===== src/rtl/rf_arb_pkg.sv =====
// Shared types for the register-file write-port arbiter: entry layout and grant encoding.
package rf_arb_pkg;
  localparam int ADDR_W = 5;
  localparam int DATA_W = 32;

  typedef struct packed {
    logic [ADDR_W-1:0] waddr;
    logic [DATA_W-1:0] wdata;
  } wb_entry_t;

  typedef enum logic [1:0] {
    GNT_NONE = 2'd0,
    GNT_PIPE = 2'd1,
    GNT_FIFO = 2'd2,
    GNT_PASS = 2'd3
  } grant_t;
endpackage


===== src/rtl/wb_skid_fifo.sv =====
// Circular FIFO holding long-unit results until the register-file port is free.
module wb_skid_fifo
  import rf_arb_pkg::*;
#(
  parameter  int DEPTH = 2,
  localparam int CW    = $clog2(DEPTH + 1),
  localparam int PW    = (DEPTH > 1) ? $clog2(DEPTH) : 1
) (
  input  logic          clk,
  input  logic          reset,
  input  logic          push,
  input  wb_entry_t     din,
  input  logic          pop,
  output wb_entry_t     head,
  output logic [CW-1:0] count
);

  wb_entry_t       mem [DEPTH];
  logic [PW-1:0]   wr_ptr;
  logic [PW-1:0]   rd_ptr;

  function automatic logic [PW-1:0] next_ptr(input logic [PW-1:0] p);
    return (p == PW'(DEPTH - 1)) ? '0 : p + PW'(1);
  endfunction

  always_ff @(posedge clk) begin
    if (reset) begin
      wr_ptr <= '0;
      rd_ptr <= '0;
      count  <= '0;
    end else begin
      if (push) wr_ptr <= next_ptr(wr_ptr);
      if (pop)  rd_ptr <= next_ptr(rd_ptr);
      case ({push, pop})
        2'b10:   count <= count + CW'(1);
        2'b01:   count <= count - CW'(1);
        default: count <= count;
      endcase
    end
  end

  // Storage carries no reset; occupancy alone defines which entries are live.
  always_ff @(posedge clk) begin
    if (push) mem[wr_ptr] <= din;
  end

  assign head = mem[rd_ptr];

endmodule


===== src/rtl/rf_wb_port_arbiter.sv =====
// Arbitrates the single RF write port between pipeline WB and the long-latency unit.
// Optional starvation guard enabled by defining ARB_FAIRNESS_EN.
module rf_wb_port_arbiter
  import rf_arb_pkg::*;
#(
  parameter  int BUF_DEPTH    = 2
`ifdef ARB_FAIRNESS_EN
  ,
  parameter  int STARVE_LIMIT = 4
`endif
  ,
  localparam int CNT_W = $clog2(BUF_DEPTH + 1)
) (
  input  logic              clk,
  input  logic              reset,
  input  logic              pipe_we,
  input  logic [ADDR_W-1:0] pipe_waddr,
  input  logic [DATA_W-1:0] pipe_wdata,
  input  logic              lu_valid,
  output logic              lu_ready,
  input  logic [ADDR_W-1:0] lu_waddr,
  input  logic [DATA_W-1:0] lu_wdata,
  input  logic              iss_valid,
  input  logic [ADDR_W-1:0] iss_waddr,
  output logic              rf_we,
  output logic [ADDR_W-1:0] rf_waddr,
  output logic [DATA_W-1:0] rf_wdata,
  output logic [31:0]       busy_vec,
  output logic              stall_req,
  output logic [CNT_W-1:0]  buf_count
);

  grant_t      grant;
  wb_entry_t   head;
  logic        fifo_empty;
  logic        lu_take;
  logic        fifo_push;
  logic        fifo_pop;
  logic        commit;
  logic [ADDR_W-1:0] commit_addr;
  logic [31:0] busy_nxt;

  assign fifo_empty = (buf_count == CNT_W'(0));
  assign lu_ready   = (buf_count < CNT_W'(BUF_DEPTH));
  // Results for $0 are consumed but never stored or written.
  assign lu_take    = lu_valid & lu_ready & ~reset & (lu_waddr != ADDR_W'(0));

  always_comb begin
    grant = GNT_NONE;
    if (reset)                                     grant = GNT_NONE;
    else if (stall_req && !fifo_empty)             grant = GNT_FIFO;
    else if (pipe_we && pipe_waddr != ADDR_W'(0))  grant = GNT_PIPE;
    else if (!fifo_empty)                          grant = GNT_FIFO;
    else if (lu_take)                              grant = GNT_PASS;
    else                                           grant = GNT_NONE;
  end

  always_comb begin
    rf_we    = 1'b0;
    rf_waddr = '0;
    rf_wdata = '0;
    case (grant)
      GNT_PIPE: begin rf_we = 1'b1; rf_waddr = pipe_waddr; rf_wdata = pipe_wdata; end
      GNT_FIFO: begin rf_we = 1'b1; rf_waddr = head.waddr; rf_wdata = head.wdata; end
      GNT_PASS: begin rf_we = 1'b1; rf_waddr = lu_waddr;   rf_wdata = lu_wdata;   end
      default:  begin rf_we = 1'b0; rf_waddr = '0;         rf_wdata = '0;         end
    endcase
  end

  assign fifo_push = lu_take & (grant != GNT_PASS);
  assign fifo_pop  = (grant == GNT_FIFO);

  wb_skid_fifo #(.DEPTH(BUF_DEPTH)) u_fifo (
    .clk   (clk),
    .reset (reset),
    .push  (fifo_push),
    .din   ('{waddr: lu_waddr, wdata: lu_wdata}),
    .pop   (fifo_pop),
    .head  (head),
    .count (buf_count)
  );

  assign commit      = (grant == GNT_FIFO) || (grant == GNT_PASS);
  assign commit_addr = (grant == GNT_FIFO) ? head.waddr : lu_waddr;

  // Issue is applied after commit so a same-register set/clear leaves the bit set.
  always_comb begin
    busy_nxt = busy_vec;
    if (commit) busy_nxt[commit_addr] = 1'b0;
    else        busy_nxt = busy_vec;
    if (iss_valid) busy_nxt[iss_waddr] = 1'b1;
    else           busy_nxt = busy_nxt;
    busy_nxt[0] = 1'b0;
  end

  always_ff @(posedge clk) begin
    if (reset) busy_vec <= '0;
    else       busy_vec <= busy_nxt;
  end

`ifdef ARB_FAIRNESS_EN
  localparam int SW = $clog2(STARVE_LIMIT + 1);
  logic [SW-1:0] starve;

  assign stall_req = (starve == SW'(STARVE_LIMIT));

  // Counts consecutive cycles a waiting long-unit result lost to the pipeline.
  always_ff @(posedge clk) begin
    if (reset)                                         starve <= '0;
    else if (fifo_empty || grant == GNT_FIFO)          starve <= '0;
    else if (grant == GNT_PIPE && !stall_req)          starve <= starve + SW'(1);
    else                                               starve <= starve;
  end
`else
  assign stall_req = 1'b0;
`endif

endmodule


===== config.mk =====
export PLATFORM = sky130hd
export DESIGN_NAME = rf_wb_port_arbiter
export DESIGN_NICKNAME = d
export VERILOG_FILES = /design/src/rtl/rf_arb_pkg.sv /design/src/rtl/wb_skid_fifo.sv /design/src/rtl/rf_wb_port_arbiter.sv
export SDC_FILE = /design/constraint.sdc
export NUM_CORES = 1
export LEC_CHECK = 0
export ABC_AREA = 0
export BUFFER_PORTS_ARGS = -buffer_cell sky130_fd_sc_hd__buf_2
export CORE_MARGIN = 2
export CORE_UTILIZATION = 30
export DETAILED_ROUTE_END_ITERATION = 8
export GPL_TIMING_DRIVEN = 0
export HOLD_SLACK_MARGIN = 0.12
export SETUP_SLACK_MARGIN = 0.4
export SLEW_MARGIN = 20
export SYNTH_ARGS = -nofsm -noshare
export SYNTH_HDL_FRONTEND = slang
export SYNTH_HIERARCHICAL = 1
export SYNTH_SLANG_ARGS = --single-unit

===== constraint.sdc =====
create_clock -name clk -period 3.4 [get_ports clk]
set_input_delay 0.34 -clock clk [delete_from_list [all_inputs] [get_ports clk]]
set_output_delay 0.34 -clock clk [all_outputs]
set_load 0.02 [all_outputs]

==> impl_metrics.py, run 1 <==
metrics = {
    "finish": {
        "final_util": 0.3912,
        "mostFrequentLayoutCells": "buf_2, edfxtp_1, a21oi_1",
        "synthToLayoutAreaGrowth_pct": 27.45,
        "nNetsFinal": 713,
        "layout-drive-gt1-share": 0.3877,
        "layoutNonFillerInstCount": 861,
        "final_common_cell": "buf_2",
    },
    "run": {
        "max_cap_violations": 0,
    },
    "logic_synthesis": {
        "netlist_area_um2": 5328,
        "synth_edf_count": 74,
        "ys_seq_area_frac": 0.5524,
        "ys_async_sr_fraction": 0,
        "yosysWarnings": 6,
        "synth.largest_area_cell": "edfxtp_1",
        "ys_top_cells_by_area": "edfxtp_1, dfxtp_1, mux2_2",
        "yosys_most_used_dff": "edfxtp_1",
        "synth_top_area_frac": 0.4171,
        "synth.distinct_cells": 51,
        "synth_seq_cells": 110,
        "avgSynthCellArea_um2": 11.66,
        "synth_cells": 457,
    },
    "placement": {
        "gp_routability_congestion": 0.8235,
        "dp_cells": 840,
        "io_buffers": 155,
        "dpl.hpwl_um": 11510,
    },
    "floorplanning": {
        "dieArea_um2": 18840,
        "core_area_um2": 17360,
        "pin_count": 158,
        "start_util": 0.3069,
        "die_height_um": 137.3,
        "rows": 48,
        "die_w_um": 137.3,
    },
    "drt": {
        "drcViolationCount": 0,
        "drt_wl_total_um": 15650,
        "drt_first_pass_iters": 6,
        "dr.first_iter.drc_count": 462,
        "vias_per_cell": 5.271,
        "wl_per_cell_um": 18.18,
        "antenna_left": 0,
        "vias": 4538,
    },
    "sta": {
        "tns_ns": 0,
        "hold_viol_final": 0,
        "maxSlewViolCount": 0,
        "max_slew_margin": 0.2350,
        "layout_worst_path_cycle_share": 0.8196,
        "max_freq_mhz": 358.9,
        "rsz0062_at_grt": "no",
        "finalCriticalPeriod_ns": 2.786,
        "setup_violations": 0,
        "final.setup_skew_ns": 0.005724,
        "whs_ns": 0.1907,
        "worst_pin_slew_ns": 1.145,
    },
    "grt": {
        "antenna_found_initial": 4,
        "grt_pass1_vias": 4353,
        "grt_pass1_wl_um": 23410,
        "grt-ovfl-total": 0,
        "grt_max_degree": 25,
        "grt_usage": 0.1642,
    },
    "critical_path": {
        "crit_path_end_kind": "primary output",
        "path_common_cell": "buf_4",
        "cp_max_fo": 10,
        "path_cells": "or4_1 > o32ai_2 > and2_1 > buf_4 > buf_4 > a222oi_1 > nor2_1 > buf_2",
        "crit_required_ns": 3.06,
        "crit_slowest_cell": "or4_1",
        "critPathKind": "reg -> out",
        "cp-start-kind": "flip-flop",
        "max_stage_delay_ns": 0.55,
        "cp_data_arrival_time_ns": 2.45,
    },
    "power": {
        "p_switching_uw": 804.7,
        "vdd_drop_max_mv": 0.2476,
        "power_frac_seq": 0.480,
        "switching_share": 0.2584,
        "fin_total_pwr_uw": 3114,
        "p_clk_frac": 0.367,
        "p_per_area_nw_per_um2": 458.6,
        "cell_internal_pwr_uw": 2309,
        "pwr-share-comb": 0.153,
        "power.leakage_uw": 0.002759,
    },
    "cts": {
        "cts-hold-fix-buffers": 0,
        "cts_tree": "done",
        "clk_latency_ns": 0.35,
        "cts_made_buffers": 9,
        "clock_sinks": 110,
        "h-tree-depth": 3,
        "cts_root_buffer": "clkbuf_16",
        "clk_pin_slew_ns": 0.07,
        "clock_tree.buffer_depth": 2,
    },
    "run_status": {
        "status": "finished clean",
    },
    "hold_path": {
        "hp-class": "in -> reg",
    },
}
## timing repair
action	in CTS	in global routing
resized for setup	3	3
setup buffers	0	2
pin swaps	0	1
endpoints found under the setup margin	18	1
## per-stage QoR
stage	worst slack (ns)	cell area (um^2)
floorplan	0.6645	5334
global placement	-0.3850	6391
detailed placement	0.4654	6437
CTS	0.4130	6759
global route	0.4315	6785
finish	0.6135	6790
## logic make-up after synthesis
logic type,share of synthesized area
and+or+nand+nor,0.1026
DFF,0.5524
AOI/OAI and AO/OA,0.1832
xor gates and xnor gates,0.006577
other,0.0007039
muxes,0.09629
adders and majority gates,0.002348
buffers and inverters,0.05589
## registers in the layout (all words and copies together) (netlist names), named ones only
| name | cells |
|---|---|
| u_fifo/rd_ptr | 1 |
| u_fifo/count | 2 |
| u_fifo/mem | 74 |
| busy_vec | 31 |
| u_fifo/wr_ptr | 1 |
## worst paths after layout
kind,from,to,slack [ns],cells after the start
setup / recovery,u_fifo/count[1]$_SDFFE_PP0P_,rf_wdata[10],0.61,8
hold / removal,lu_wdata[24],u_fifo/mem[1][24]$_DFFE_PP_,0.19,1
setup reg to reg,flip-flop,busy_vec[31]$_SDFF_PP0_,0.99,8
hold reg to reg,busy_vec[23]$_SDFF_PP0_,busy_vec[23]$_SDFF_PP0_,0.49,2
## layout make-up
class,count,area (um^2)
Sequential cell,110,2945
Tap cell,225,281.5
Buffer,33,192.7
Clock buffer,9,225.2
Inverter,30,112.6
Timing Repair Buffer,159,830.8
Clock inverter,6,92.59
Antenna cell,4,10.01
Fill cell,1735,10570
Multi-Input combinational cell,285,2100
## worst max-delay path, delay by kind of cell, from the launching register on
family,cells,cell delay (ns)
and+or+nand+nor,3,0.84
buffers and inverters,3,0.56
DFF,1,0.38
AOI/OAI and AO/OA,2,0.32
## Yosys cell counts (9+ instances only)
| cell | count |
|---|---|
| mux2_2 | 40 |
| dfxtp_1 | 36 |
| nand2b_1 | 9 |
| clkbuf_1 | 13 |
| a222oi_1 | 35 |
| inv_1 | 30 |
| nand2_1 | 21 |
| a22oi_1 | 9 |
| a21oi_1 | 41 |
| nor2_1 | 26 |
| a211oi_1 | 15 |
| edfxtp_1 | 74 |
## metal layers
metal	track usage	up-vias	routed length, um
met2	0.2673	206	7342
met3	0.03753	12	1258
met1	0.2176	2190	6869
li1	-	2130	-
met5	0	-	0
met4	0.04983	0	180
## power groups by stage
| stage | clock network, uW | registers [uW] | logic (uW) |
|---|---|---|---|
| after global placement | 0 | 1520 | 457 |
| final | 1140 | 1500 | 477 |
| after detailed placement | 0 | 1530 | 472 |
| after CTS | 1170 | 1490 | 475 |
| after global routing | 1220 | 1500 | 518 |
| after floorplan | 0 | 1540 | 261 |
No activity file was read; power rests on OpenSTA's default activity.
==> run 2: changes to the inputs <==
- ABC_AREA: 0 -> 1
- clock period: 3.4 -> 2.8 ns (I/O delays scaled with it)
==> impl_metrics.py, run 2 <==
metrics = {
    "drt": {
        "drt_wl_total_um": 14470,
        "antenna_left": 0,
        "drcViolationCount": 0,
        "vias": 4448,
        "drt_first_pass_iters": 5,
        "wl_per_cell_um": 15.06,
        "dr.first_iter.drc_count": 204,
        "vias_per_cell": 4.629,
    },
    "sta": {
        "rsz0062_at_grt": "no",
        "setup_violations": 0,
        "final.setup_skew_ns": 0.006639,
        "whs_ns": 0.1377,
        "maxSlewViolCount": 0,
        "tns_ns": 0,
        "max_freq_mhz": 440.6,
        "max_slew_margin": 0.4141,
        "hold_viol_final": 0,
        "finalCriticalPeriod_ns": 2.270,
        "layout_worst_path_cycle_share": 0.8107,
        "worst_pin_slew_ns": 0.8721,
    },
    "logic_synthesis": {
        "ys_seq_area_frac": 0.5562,
        "yosys_most_used_dff": "edfxtp_1",
        "yosysWarnings": 6,
        "synth.largest_area_cell": "edfxtp_1",
        "yosysMostFrequentCell": "nand2_1",
        "ys_top_cells_by_area": "edfxtp_1, nand2_1, dfxtp_1",
        "synth_seq_cells": 110,
        "netlist_area_um2": 5291,
        "avgSynthCellArea_um2": 9.673,
        "synth_cells": 547,
        "ys_async_sr_fraction": 0,
        "synth.distinct_cells": 32,
        "ys_top_cells_by_count": "nand2_1, edfxtp_1, dfxtp_1, nand3_1, a21oi_1",
        "synth_edf_count": 74,
        "synth_top_area_frac": 0.4200,
    },
    "power": {
        "vdd_drop_max_mv": 0.2915,
        "fin_total_pwr_uw": 3716,
        "power.leakage_uw": 0.002886,
        "p_per_area_nw_per_um2": 538.9,
    },
    "cts": {
        "clk_pin_slew_ns": 0.07,
        "clk_latency_ns": 0.35,
        "h-tree-depth": 3,
        "cts_tree": "done",
        "clock_tree.buffer_depth": 2,
        "cts_root_buffer": "clkbuf_16",
        "clock_sinks": 110,
        "cts_made_buffers": 9,
    },
    "critical_path": {
        "crit_required_ns": 2.52,
        "path_cells": "inv_2 > nand2_1 > nor2_1 > nand2_1 > a21oi_2 > nand2_2 > inv_4 > buf_4 > nand2_1 > nand3_1 > buf_2",
        "path_common_cell": "nand2_1",
        "critPathTopFamily": "simple AND/OR/NAND/NOR gates",
        "crit_path_end_kind": "primary output",
        "cp-start-kind": "flip-flop",
        "max_stage_delay_ns": 0.36,
        "r2r_slack_ns": 0.62,
        "crit_buf_inv": 4,
        "cp_max_fo": 10,
        "crit_slowest_cell": "dfxtp_2",
        "critPathKind": "reg -> out",
        "cp_data_arrival_time_ns": 1.99,
    },
    "placement": {
        "dp_cells": 929,
        "io_buffers": 155,
        "gp_routability_congestion": 0.8277,
        "dpl_cell_area_um2": 6392,
        "dpl.hpwl_um": 10620,
    },
    "floorplanning": {
        "core_area_um2": 17300,
        "rows": 48,
        "start_util": 0.3059,
        "dieArea_um2": 18720,
        "die_height_um": 136.8,
        "pin_count": 158,
        "die_w_um": 136.8,
    },
    "grt": {
        "grt_pass1_wl_um": 22190,
        "grt-ovfl-total": 0,
        "grt_usage": 0.1576,
        "grt_max_degree": 22,
        "grt_pass1_vias": 4161,
        "antenna_found_initial": 1,
    },
    "finish": {
        "mostFrequentLayoutCells": "nand2_1, buf_2, edfxtp_1",
        "largest_reg_flops": 74,
        "layoutNonFillerInstCount": 961,
        "nNetsFinal": 815,
        "final_common_cell": "nand2_1",
        "fillers": 1752,
        "top_regs": "u_fifo/mem x74, busy_vec x31, u_fifo/count x2",
        "design_area_um2": 6895,
        "largest_register": "u_fifo/mem",
        "synthToLayoutAreaGrowth_pct": 30.31,
        "layout-drive-gt1-share": 0.3569,
    },
    "run": {
        "max_cap_violations": 0,
    },
    "run_status": {
        "status": "finished clean",
    },
    "hold_path": {
        "hp-class": "in -> reg",
    },
}
run 2: cell types whose count changed in the layout (fill, tap and decap cells not counted), moves of 10 or more:
cell,before,now
a211oi_1,15,0
mux2_2,40,7
inv_1,30,18
mux2_4,0,30
nor2_1,25,15
nand2_1,21,224
nand3_1,8,34
a222oi_1,35,0
nor2_2,0,12
run 2: final cells by class:
type / count / area (um^2) / area share
Tap cell: 225 / 281.5 / 0.04083
Sequential cell: 110 / 2944 / 0.4270
Timing Repair inverter: 1 / 7.507 / 0.001089
Antenna cell: 2 / 5.005 / 0.0007258
Timing Repair Buffer: 170 / 948.4 / 0.1375
Inverter: 24 / 100.1 / 0.01452
Clock buffer: 9 / 225.2 / 0.03266
Clock inverter: 6 / 70.07 / 0.01016
Multi-Input combinational cell: 394 / 2122 / 0.3077
Buffer: 20 / 191.4 / 0.02776
run 2: power by group:
group	switching [uW]	internal, uW	leakage, uW
registers	19.2	1790	0.000969
clock network	583	697	0.000146
logic	372	254	0.00177
run 2: path summary, 6_finish.rpt:
kind | start | endpoint | depth (start not counted)
max | u_fifo/count[1]$_SDFFE_PP0P_ | rf_wdata[14] | 11
min | lu_wdata[11] | u_fifo/mem[1][11]$_DFFE_PP_ | 1
max reg2reg | u_fifo/count[1]$_SDFFE_PP0P_ | u_fifo/count[1]$_SDFFE_PP0P_ | 16
min reg2reg | busy_vec[5]$_SDFF_PP0_ | busy_vec[5]$_SDFF_PP0_ | 2
run 2: logic make-up (layout without fill, tap and decap cells):
kind of cell | after synthesis | count (layout) | share of synthesized area
flip-flops | 110 | 110 | 0.5562
multiplexers | 37 | 37 | 0.1000
buffers and inverters | 44 | 230 | 0.04777
AO/OA/AOI/OAI | 44 | 44 | 0.04777
other | 1 | 4 | 0.0007087
XOR/XNOR | 1 | 1 | 0.001656
AND/OR/NAND/NOR | 309 | 309 | 0.2436
adder cells (fa/ha/maj) | 1 | 1 | 0.002364
run 2: stage by stage:
step           utilization  setup WS [ns]
2_1_floorplan            -         0.4023
3_3_place_gp        0.3680        -0.3661
3_5_place_dp        0.3696        -0.3817
4_1_cts             0.3957         0.4001
5_1_grt             0.3984         0.3909
6_report            0.3987         0.5302
run 2: what timing repair did:
item | 4_1_cts | 5_1_grt
pin swaps | 1 | 1
setup endpoints to repair | 99 | 41
gates cloned | 1 | 0
hold buffers | 6 | 0
setup buffers | 7 | 1
hold endpoints to repair | 12 | 0
gates resized for setup | 5 | 16
run 2: routing by layer:
| metal | vias up | share of wire | track usage |
|---|---|---|---|
| li1 | 2203 | - | - |
| met3 | 23 | 0.050 | 0.02407 |
| met5 | - | 0 | 0 |
| met2 | 121 | 0.48 | 0.2550 |
| met1 | 2101 | 0.44 | 0.2106 |
| met4 | 0 | 0.027 | 0.06644 |
